===== src/rtl/nbit_add_pkg.sv =====
// Shared constants and reference arithmetic for the nbit_add ripple-carry adder.
package nbit_add_pkg;

  localparam int unsigned NBIT_ADD_DEFAULT_BITS = 7;
  localparam int unsigned NBIT_ADD_MAX_BITS     = 64;

  typedef struct packed {
    logic [NBIT_ADD_MAX_BITS-1:0] c;
    logic [NBIT_ADD_MAX_BITS-1:0] s;
  } add_res_t;

  // c[i] is the carry out of the truncated sum a[i:0] + b[i:0] + cin; bits >= `bits` stay zero.
  function automatic add_res_t ref_add(input int unsigned bits,
                                       input logic [NBIT_ADD_MAX_BITS-1:0] a,
                                       input logic [NBIT_ADD_MAX_BITS-1:0] b,
                                       input logic cin);
    add_res_t                   res;
    logic [NBIT_ADD_MAX_BITS:0] part;
    logic [NBIT_ADD_MAX_BITS-1:0] mask;
    res = '0;
    for (int unsigned i = 0; i < NBIT_ADD_MAX_BITS; i++) begin
      if (i < bits) begin
        mask     = {NBIT_ADD_MAX_BITS{1'b1}} >> (NBIT_ADD_MAX_BITS - 1 - i);
        part     = {1'b0, a & mask} + {1'b0, b & mask} + {{NBIT_ADD_MAX_BITS{1'b0}}, cin};
        res.c[i] = part[i+1];
        res.s[i] = part[i];
      end
    end
    return res;
  endfunction

endpackage


===== src/rtl/full_adder.sv =====
// Single-bit full-adder cell; one instance per bit of the nbit_add carry chain.
module full_adder (
  input  logic a,
  input  logic b,
  input  logic cin,
  output logic s,
  output logic cout
);

  logic w_p;

  assign w_p  = a ^ b;
  assign s    = w_p ^ cin;
  assign cout = (a & b) | (cin & w_p);

endmodule


===== src/rtl/nbit_add.sv =====
// BITS-wide ripple-carry adder with registered sum, per-bit carries and valid.
// Optional signed-overflow output is enabled with the NBIT_ADD_OVF_EN macro.
module nbit_add
  import nbit_add_pkg::*;
#(
  parameter int unsigned BITS = NBIT_ADD_DEFAULT_BITS
) (
  input  logic            clk,
  input  logic            rst_n,
  input  logic            in_valid,
  input  logic [BITS-1:0] a,
  input  logic [BITS-1:0] b,
  input  logic            cin,
  output logic [BITS-1:0] s,
  output logic [BITS-1:0] c,
`ifdef NBIT_ADD_OVF_EN
  output logic            ovf,
`endif
  output logic            out_valid
);

  logic [BITS:0]   w_k;
  logic [BITS-1:0] w_s;
  logic [BITS-1:0] w_c;

  logic [BITS-1:0] r_s;
  logic [BITS-1:0] r_c;
  logic            r_out_valid;

  assign w_k[0] = cin;

  for (genvar gi = 0; gi < BITS; gi++) begin : g_fa
    full_adder u_fa (
      .a    (a[gi]),
      .b    (b[gi]),
      .cin  (w_k[gi]),
      .s    (w_s[gi]),
      .cout (w_k[gi+1])
    );
  end

  assign w_c = w_k[BITS:1];

  always_ff @(posedge clk) begin
    if (!rst_n) begin
      r_s         <= '0;
      r_c         <= '0;
      r_out_valid <= 1'b0;
    end else begin
      r_out_valid <= in_valid;
      if (in_valid) begin
        r_s <= w_s;
        r_c <= w_c;
      end
    end
  end

`ifdef NBIT_ADD_OVF_EN
  logic r_ovf;

  // Two's-complement overflow: carry into the sign bit differs from carry out of it.
  always_ff @(posedge clk) begin
    if (!rst_n) begin
      r_ovf <= 1'b0;
    end else if (in_valid) begin
      r_ovf <= w_c[BITS-1] ^ w_c[BITS-2];
    end
  end

  assign ovf = r_ovf;
`endif

  assign s         = r_s;
  assign c         = r_c;
  assign out_valid = r_out_valid;

  add_res_t w_ref;

  assign w_ref = ref_add(BITS, NBIT_ADD_MAX_BITS'(a), NBIT_ADD_MAX_BITS'(b), cin);

  a_chain_matches_ref : assert property (@(posedge clk)
    w_ref == {NBIT_ADD_MAX_BITS'(w_c), NBIT_ADD_MAX_BITS'(w_s)});

endmodule


===== config.mk =====
export PLATFORM = sky130hd
export DESIGN_NAME = nbit_add
export DESIGN_NICKNAME = d
export VERILOG_FILES = /design/src/rtl/nbit_add_pkg.sv /design/src/rtl/full_adder.sv /design/src/rtl/nbit_add.sv
export SDC_FILE = /design/constraint.sdc
export NUM_CORES = 1
export LEC_CHECK = 0
export BUFFER_PORTS_ARGS = -buffer_cell sky130_fd_sc_hd__buf_2
export CAP_MARGIN = 40
export CORE_MARGIN = 5
export CORE_UTILIZATION = 44
export DETAILED_ROUTE_END_ITERATION = 8
export PLACE_DENSITY = 0.8
export REMOVE_ABC_BUFFERS = 1
export SYNTH_ARGS = -nofsm -noshare
export SYNTH_HDL_FRONTEND = slang
export SYNTH_HIERARCHICAL = 1
export SYNTH_SLANG_ARGS = --single-unit

===== constraint.sdc =====
create_clock -name clk -period 4.55 [get_ports clk]
set_input_delay 0 -clock clk [delete_from_list [all_inputs] [get_ports clk]]
set_output_delay 0 -clock clk [all_outputs]
set_load 0.05 [all_outputs]

==> results by group, run 1 <==
Floorplan
  • Starting Density: 46.63%
  • CORE AREA: 0.001524 mm2
  • Die Y: around 50 um
  • Num rows: 14
  • Die Wd: 50.19 um
  • Die area: roughly 0.0025 mm2
  • IO Count: 33

CTS
  • CTS resizes: 0
  • Num CTS Buffers: 3
  • Reg clk slew, reported paths: ~0.09 ns
  • Clock Tree Root: clkbuf_4
  • Hold_buf cts: 0
  • Clock Latency Late Sink: around 0.28 ns
  • # H-tree levels: 1
  • CTS sink count: 15
  • Longest Clk Path Bufs: 2
  • Post-CTS setup buffers: 0
  • CTS tree: built

Job
  • Max_cap viols: 0

Power
  • VDD IR-drop max: 0.0002144 V
  • Power per cell area: about 370 mW/mm2
  • Overall power: 0.0003242 W
  • Leakage power: 0.4453 nW

Hold path
  • WHS Path Cells: 2
  • Min-Delay Endpoint: c[0]$_SDFFE_PN0P_
  • Worst min path class: in2reg
  • HP Start: rst_n

Setup path
  • Reg2reg end: s[2]$_SDFFE_PN0P_
  • Crit path largest cell delay: approximately 0.45 ns
  • R2r worst-path depth: 2
  • Critical path's top delay family: adder cells
  • Req. time, crit path: about 4.7 ns
  • CP Max Fanout: 2
  • CP Buf/Inv Count: 1
  • Slowest CP cell: fa_1
  • CP cell instances: buf_2, fa_1, fa_1, fa_1, fa_1, fa_1, fa_1, fa_1, mux2i_1, nor2b_1
  • Worst setup EP type: flip-flop
  • Most frequent CP cell: fa_1
  • R2R Setup Slk: between 3 and 4 ns
  • Worst reg2reg startpoint: s[2]$_SDFFE_PN0P_
  • Worst setup SP type: input port
  • Worst path arrival time: 3.33 ns
  • Worst Path Class, Setup: in2reg

Placed design
  • PortBufs: 32
  • Area post-placement: 855.8 um2
  • Hpwl dp: around 1100 um
  • Final Wtd Congestion: 0.6595

Timing
  • Fmax: 318.0 MHz
  • Final hold viol count: 0
  • Worst hold slack: 0.06575 ns
  • Worst-Margin Slew: 0.4060 ns
  • Crit share post-route: between 60% and 70%
  • Final Skew: 0 ns
  • Max-slew violations: 0
  • Relative slew margins: 72.93%
  • Setup TNS Final: 0 ns
  • Final setup viols: 0
  • RSZ-0062 raised after global routing: false
  • Tmin final: 3.145 ns

Final layout
  • Fill count: 138
  • Cell area after layout: between 800 and 900 um2
  • Area of the multi-input gates: 375.4 um2
  • Layout area overhead: 24.30%
  • Share of layout cells above drive strength 1: 42.53%
  • Register area: 300.3 um2
  • ANT cells: 0
  • Layout Nets: 113

Synthesis
  • Commonest cells in the netlist: 15 x dfxtp_1, 14 x mux2i_1, 14 x nor2b_1
  • Top-area cell type share of the netlist area: between 40% and 50%
  • Top cells by area, synth: dfxtp_1 42%, fa_1 20%, mux2i_1 20%
  • Sequential share of the synthesized area: a little over two fifths
  • Synth Cell Area: 710.7 um2
  • Syn Inst Count: 54
  • Yosys reg bits: 15
  • Top-count cell post-synth: dfxtp_1
  • Post-synth EDFFs: 0
  • Syn_area_per_cell: 13.16 um2
  • Netlist cell types: 8
  • Yosys warnings: 6
  • Fraction of registers with async set/reset: 0%
  • Main synth FF type: dfxtp_1
  • Area leader, netlist: dfxtp_1

Drt
  • # DRC: 0
  • Vias per Instance: 4.689
  • Vias: 483
  • DR pass1 iterations: 2
  • 1st-iter DRT viols: 1
  • Antenna-violating nets left: 0
  • Routed wire length: approximately 1300 um
  • Wirelength per Cell: roughly 13 um

Global route
  • Largest net degree at the start of global routing: 16
  • Global-route wire length before repair: 2249 um
  • Initial antenna violation count: 0
  • Total congestion overflow: 0
  • Vias in the first global route: 528
  • All-Layer GR Usage: 11.64%

Status
  • Status: finished, final reports clean
per-layer routing:
layer	wire [um]	vias to the layer above	track usage, %
li1	-	244	-
met1	543	215	13.15
met2	621	22	19.04
met3	152	2	4.734
met4	16	0	5.240
met5	0	-	0
cell type report:
type,instances,share of cell area (%)
Clock inverter,1,0.5666
Sequential cell,15,33.99
Multi-Input combinational cell,36,42.49
Timing Repair Buffer,32,18.13
Tap cell,16,2.266
Clock buffer,3,2.550
flip-flops by register name, summed over array words and instances (netlist names):
register,cells
s,7
out_valid,1
c,7
worst max-delay path by stage:
stage	slack, ns	start	cells after the start	endpoint
floorplan	1.38	a[0]	9	s[6]$_SDFFE_PN0P_
global route	1.30	a[0]	10	s[6]$_SDFFE_PN0P_
global placement	1.15	a[0]	10	s[6]$_SDFFE_PN0P_
finish	1.40	a[0]	10	s[6]$_SDFFE_PN0P_
detailed placement	1.07	a[0]	10	s[6]$_SDFFE_PN0P_
CTS	1.38	a[0]	10	s[6]$_SDFFE_PN0P_
worst reg2reg max path, delay by kind of cell, from the launching register on:
family / cells / cell delay [ns]
AND/OR/NAND/NOR: 1 / 0.06
flip-flops: 1 / 0.32
multiplexers: 1 / 0.14
kinds of logic (layout without fill, tap and decap cells):
group	count (synthesis)	after routing	share of synthesized area [%]
fa+ha+maj	7	7	19.72
mux	14	14	19.72
flops	15	15	42.25
buf+inv	3	36	4.929
simple gates	15	15	13.38
where the power goes:
group          switching [W]  internal (W)
registers         0.00000502      0.000143
logic              0.0000672     0.0000333
clock network      0.0000430     0.0000327
total               0.000115      0.000209
cells in the final DEF (no fill, tap or decap):
| cell | netlist | layout |
|---|---|---|
| nor2b_1 | 14 | 14 |
| buf_2 | 0 | 32 |
| dfxtp_1 | 15 | 15 |
| clkbuf_4 | 0 | 3 |
| mux2i_1 | 14 | 14 |
| clkinv_2 | 0 | 1 |
| and2_2 | 1 | 1 |
| fa_1 | 7 | 7 |
stage by stage:
stage / setup WS [ns] / std cells / utilization, %
finish: 1.405 / 103 / 57.96
CTS: 1.377 / 103 / 57.96
global placement: 1.147 / 99 / 56.16
floorplan: 1.384 / 51 / -
global route: 1.298 / 103 / 57.96
detailed placement: 1.068 / 99 / 56.16
No activity file was read; power rests on OpenSTA's default activity.
==> run 2, diff against run 1 <==
ABC_AREA = 1   (was default)
CORE_UTILIZATION = 45   (was 44)
PLACE_DENSITY = 0.81   (was 0.8)
clock period = 3.2 ns   (was 4.55 ns; I/O delays follow)
==> results by group, run 2 <==
Placed design
  • Final Wtd Congestion: 0.7444 (+13%)
  • PortBufs: 32 (unchanged)
  • Hpwl dp: 1094 um (about the same)
  • Area post-placement: 890.9 um2 (+4.1%)

Floorplan
  • Die Y: 50.61 um (+0.83%)
  • IO Count: 33 (unchanged)
  • Num rows: 14 (unchanged)
  • CORE AREA: 0.001541 mm2 (+1.1%)
  • Starting Density: 48.13% (+1.5 points)
  • Die Wd: 50.61 um (+0.83%)
  • Die area: 0.002561 mm2 (+1.7%)

Global route
  • Global-route wire length before repair: 2325 um (+3.4%)
  • Total congestion overflow: 0 (unchanged)
  • All-Layer GR Usage: 11.53% (-0.10 points)
  • Vias in the first global route: 569 (+7.8%)
  • Initial antenna violation count: 0 (unchanged)
  • Largest net degree at the start of global routing: 30 (+14)

Setup path
  • R2r worst-path depth: 2 (unchanged)
  • R2R Setup Slk: 2.62 ns (-1.32 ns)
  • Worst setup EP type: flip-flop
  • CP cell instances: buf_2, fa_1, fa_1, fa_1, fa_1, fa_1, fa_2, fa_1, inv_1, nand2_1, nand2_1, nor2_1
  • Req. time, crit path: 3.42 ns (-1.31 ns)
  • Worst setup SP type: input port
  • CP Max Fanout: 2 (unchanged)
  • Most frequent CP cell: fa_1
  • Worst reg2reg startpoint: s[4]$_SDFFE_PN0P_
  • Worst Path Class, Setup: in2reg
  • Slowest CP cell: fa_1
  • Crit path largest cell delay: 0.49 ns (+0.04 ns)
  • Worst path arrival time: 3.29 ns (-0.04 ns)
  • Reg2reg end: s[4]$_SDFFE_PN0P_

Synthesis
  • Syn Inst Count: 98 (+81%)
  • Main synth FF type: dfxtp_1
  • Post-synth EDFFs: 0 (unchanged)
  • Top cells by area, synth: dfxtp_1 40%, fa_1 19%, nand2_1 15%
  • Netlist cell types: 8 (unchanged)
  • Top-count cell post-synth: nand2_1
  • Syn_area_per_cell: 7.571 um2 (-42%)
  • Top-area cell type share of the netlist area: 40.47% (-1.8 points)
  • Yosys warnings: 6 (unchanged)
  • Commonest cells in the netlist: 29 x nand2_1, 28 x nor2_1, 15 x dfxtp_1, 15 x inv_1, 7 x fa_1
  • Fraction of registers with async set/reset: 0% (unchanged)
  • Sequential share of the synthesized area: 40.47% (-1.8 points)
  • Yosys reg bits: 15 (unchanged)
  • Synth Cell Area: 742.0 um2 (+4.4%)
  • Area leader, netlist: dfxtp_1

Hold path
  • Worst min path class: in2reg
  • Min-Delay Endpoint: s[4]$_SDFFE_PN0P_
  • HP Start: rst_n
  • WHS Path Cells: 3 (+1)

Timing
  • Worst-Margin Slew: 0.4490 ns (+0.04294 ns)
  • Setup TNS Final: 0 ns (unchanged)
  • Final setup viols: 0 (unchanged)
  • Worst hold slack: 0.07046 ns (+0.004714 ns)
  • Max-slew violations: 0 (unchanged)
  • Final hold viol count: 0 (unchanged)
  • Tmin final: 3.064 ns
  • Crit share post-route: 95.75%
  • Relative slew margins: 70.07% (-2.9 points)
  • Final Skew: 0 ns (unchanged)
  • Fmax: around 330 MHz
  • RSZ-0062 raised after global routing: false

Drt
  • Routed wire length: 1405 um (+5.4%)
  • 1st-iter DRT viols: 7 (+6)
  • Met3 WL post-DR: 125 um (-18%)
  • Wirelength per Cell: 9.623 um (-26%)
  • WL met1: 572 um (+5.3%)
  • # DRC: 0 (unchanged)
  • WL met2: 685 um (+10%)
  • Vias: 643 (+33%)
  • DR top layer: met4
  • Antenna-violating nets left: 0 (unchanged)
  • DR pass1 iterations: 2 (unchanged)
  • Vias per Instance: 4.404 (-6.1%)

Final layout
  • ANT cells: 0 (unchanged)
  • Cell area after layout: 919.6 um2 (+4.1%)
  • Layout area overhead: 23.95%
  • Layout Nets: 156 (+38%)
  • Most common cell after layout, fill and taps aside: buf_2
  • Most frequent cells in the layout: 32 x buf_2, 29 x nand2_1, 28 x nor2_1, 15 x inv_1, 15 x dfxtp_1
  • Share of layout cells above drive strength 1: 27.69% (-15 points)

Status
  • Status: finished, final reports clean

CTS
  • # H-tree levels: 1 (unchanged)
  • Hold_buf cts: 0 (unchanged)
  • CTS sink count: 15 (unchanged)
  • CTS tree: built
  • Post-CTS setup buffers: 0 (unchanged)
  • Longest Clk Path Bufs: 2 (unchanged)
  • Clock Latency Late Sink: 0.28 ns (about the same)
  • Num CTS Buffers: 3 (unchanged)
  • Clock Tree Root: clkbuf_4
  • Reg clk slew, reported paths: 0.09 ns (about the same)

Power
  • Leakage power: 0.5439 nW (+22%)
  • Power per cell area: 503.5 mW/mm2 (+37%)
  • VDD IR-drop max: 0.0003265 V (+52%)

Job
  • Max_cap viols: 0 (unchanged)
[run 2: how the worst max path moves through the flow]
stage / cells past startpoint / slack [ns] / to / startpoint
2_1_floorplan: 11 / 0.03 / s[6]$_SDFFE_PN0P_ / a[0]
3_3_place_gp: 12 / -0.15 / s[6]$_SDFFE_PN0P_ / a[0]
3_5_place_dp: 12 / -0.22 / s[6]$_SDFFE_PN0P_ / a[0]
4_1_cts: 12 / 0.08 / s[6]$_SDFFE_PN0P_ / a[0]
5_1_grt: 12 / 0.05 / s[6]$_SDFFE_PN0P_ / a[0]
6_report: 12 / 0.14 / s[6]$_SDFFE_PN0P_ / a[0]
[run 2: power by group]
| part | switching (W) | leakage, nW | internal [W] |
|---|---|---|---|
| Clock | 0.0000576 | 0.0150 | 0.0000483 |
| Combinational | 0.000104 | 0.404 | 0.0000437 |
| Sequential | 0.00000698 | 0.125 | 0.000203 |
| Total | 0.000168 | 0.544 | 0.000295 |
[run 2: worst max-delay path, delay by kind of cell]
family | cells | cell delay [ns]
adders and majority gates | 7 | 2.97
and+or+nand+nor | 3 | 0.17
buffers and inverters | 2 | 0.15
[run 2: stage by stage]
step	total power [W]	utilization, %	worst slack (ns)	instances
after floorplan	0.0003183	-	0.03320	94
after global placement	0.0003588	57.79	-0.1494	142
after detailed placement	0.0003631	57.79	-0.2191	142
after CTS	0.0004702	59.50	0.07645	146
after global routing	0.0004959	59.66	0.04737	146
final	0.0004630	59.66	0.1361	146
[run 2: logic make-up after synthesis]
kind of cell | share of synthesized area, %
adder cells (fa/ha/maj) | 18.89
buffers and inverters | 11.80
flip-flops | 40.47
AND/OR/NAND/NOR | 28.84
[run 2: per-layer routing]
metal / vias to the layer above / global-route usage [%]
li1: 340 / -
met1: 277 / 13.25
met2: 24 / 18.60
met3: 2 / 3.846
met4: 0 / 6.383
met5: - / 0
[run 2: cell type report]
class                   instances  area, um2
flip-flops and latches         15      300.3
inverters                      15      56.30
well taps                      16      20.02
multi-input cells              64      356.6
fillers                       155      621.8
repair buffers                 32      160.2
clock buffers                   4      26.28
[run 2: timing repair]
action                                  in CTS  in global routing
endpoints found under the setup margin       0                  1
endpoints found under the hold margin        0                  0
gates resized for setup                      0                  1
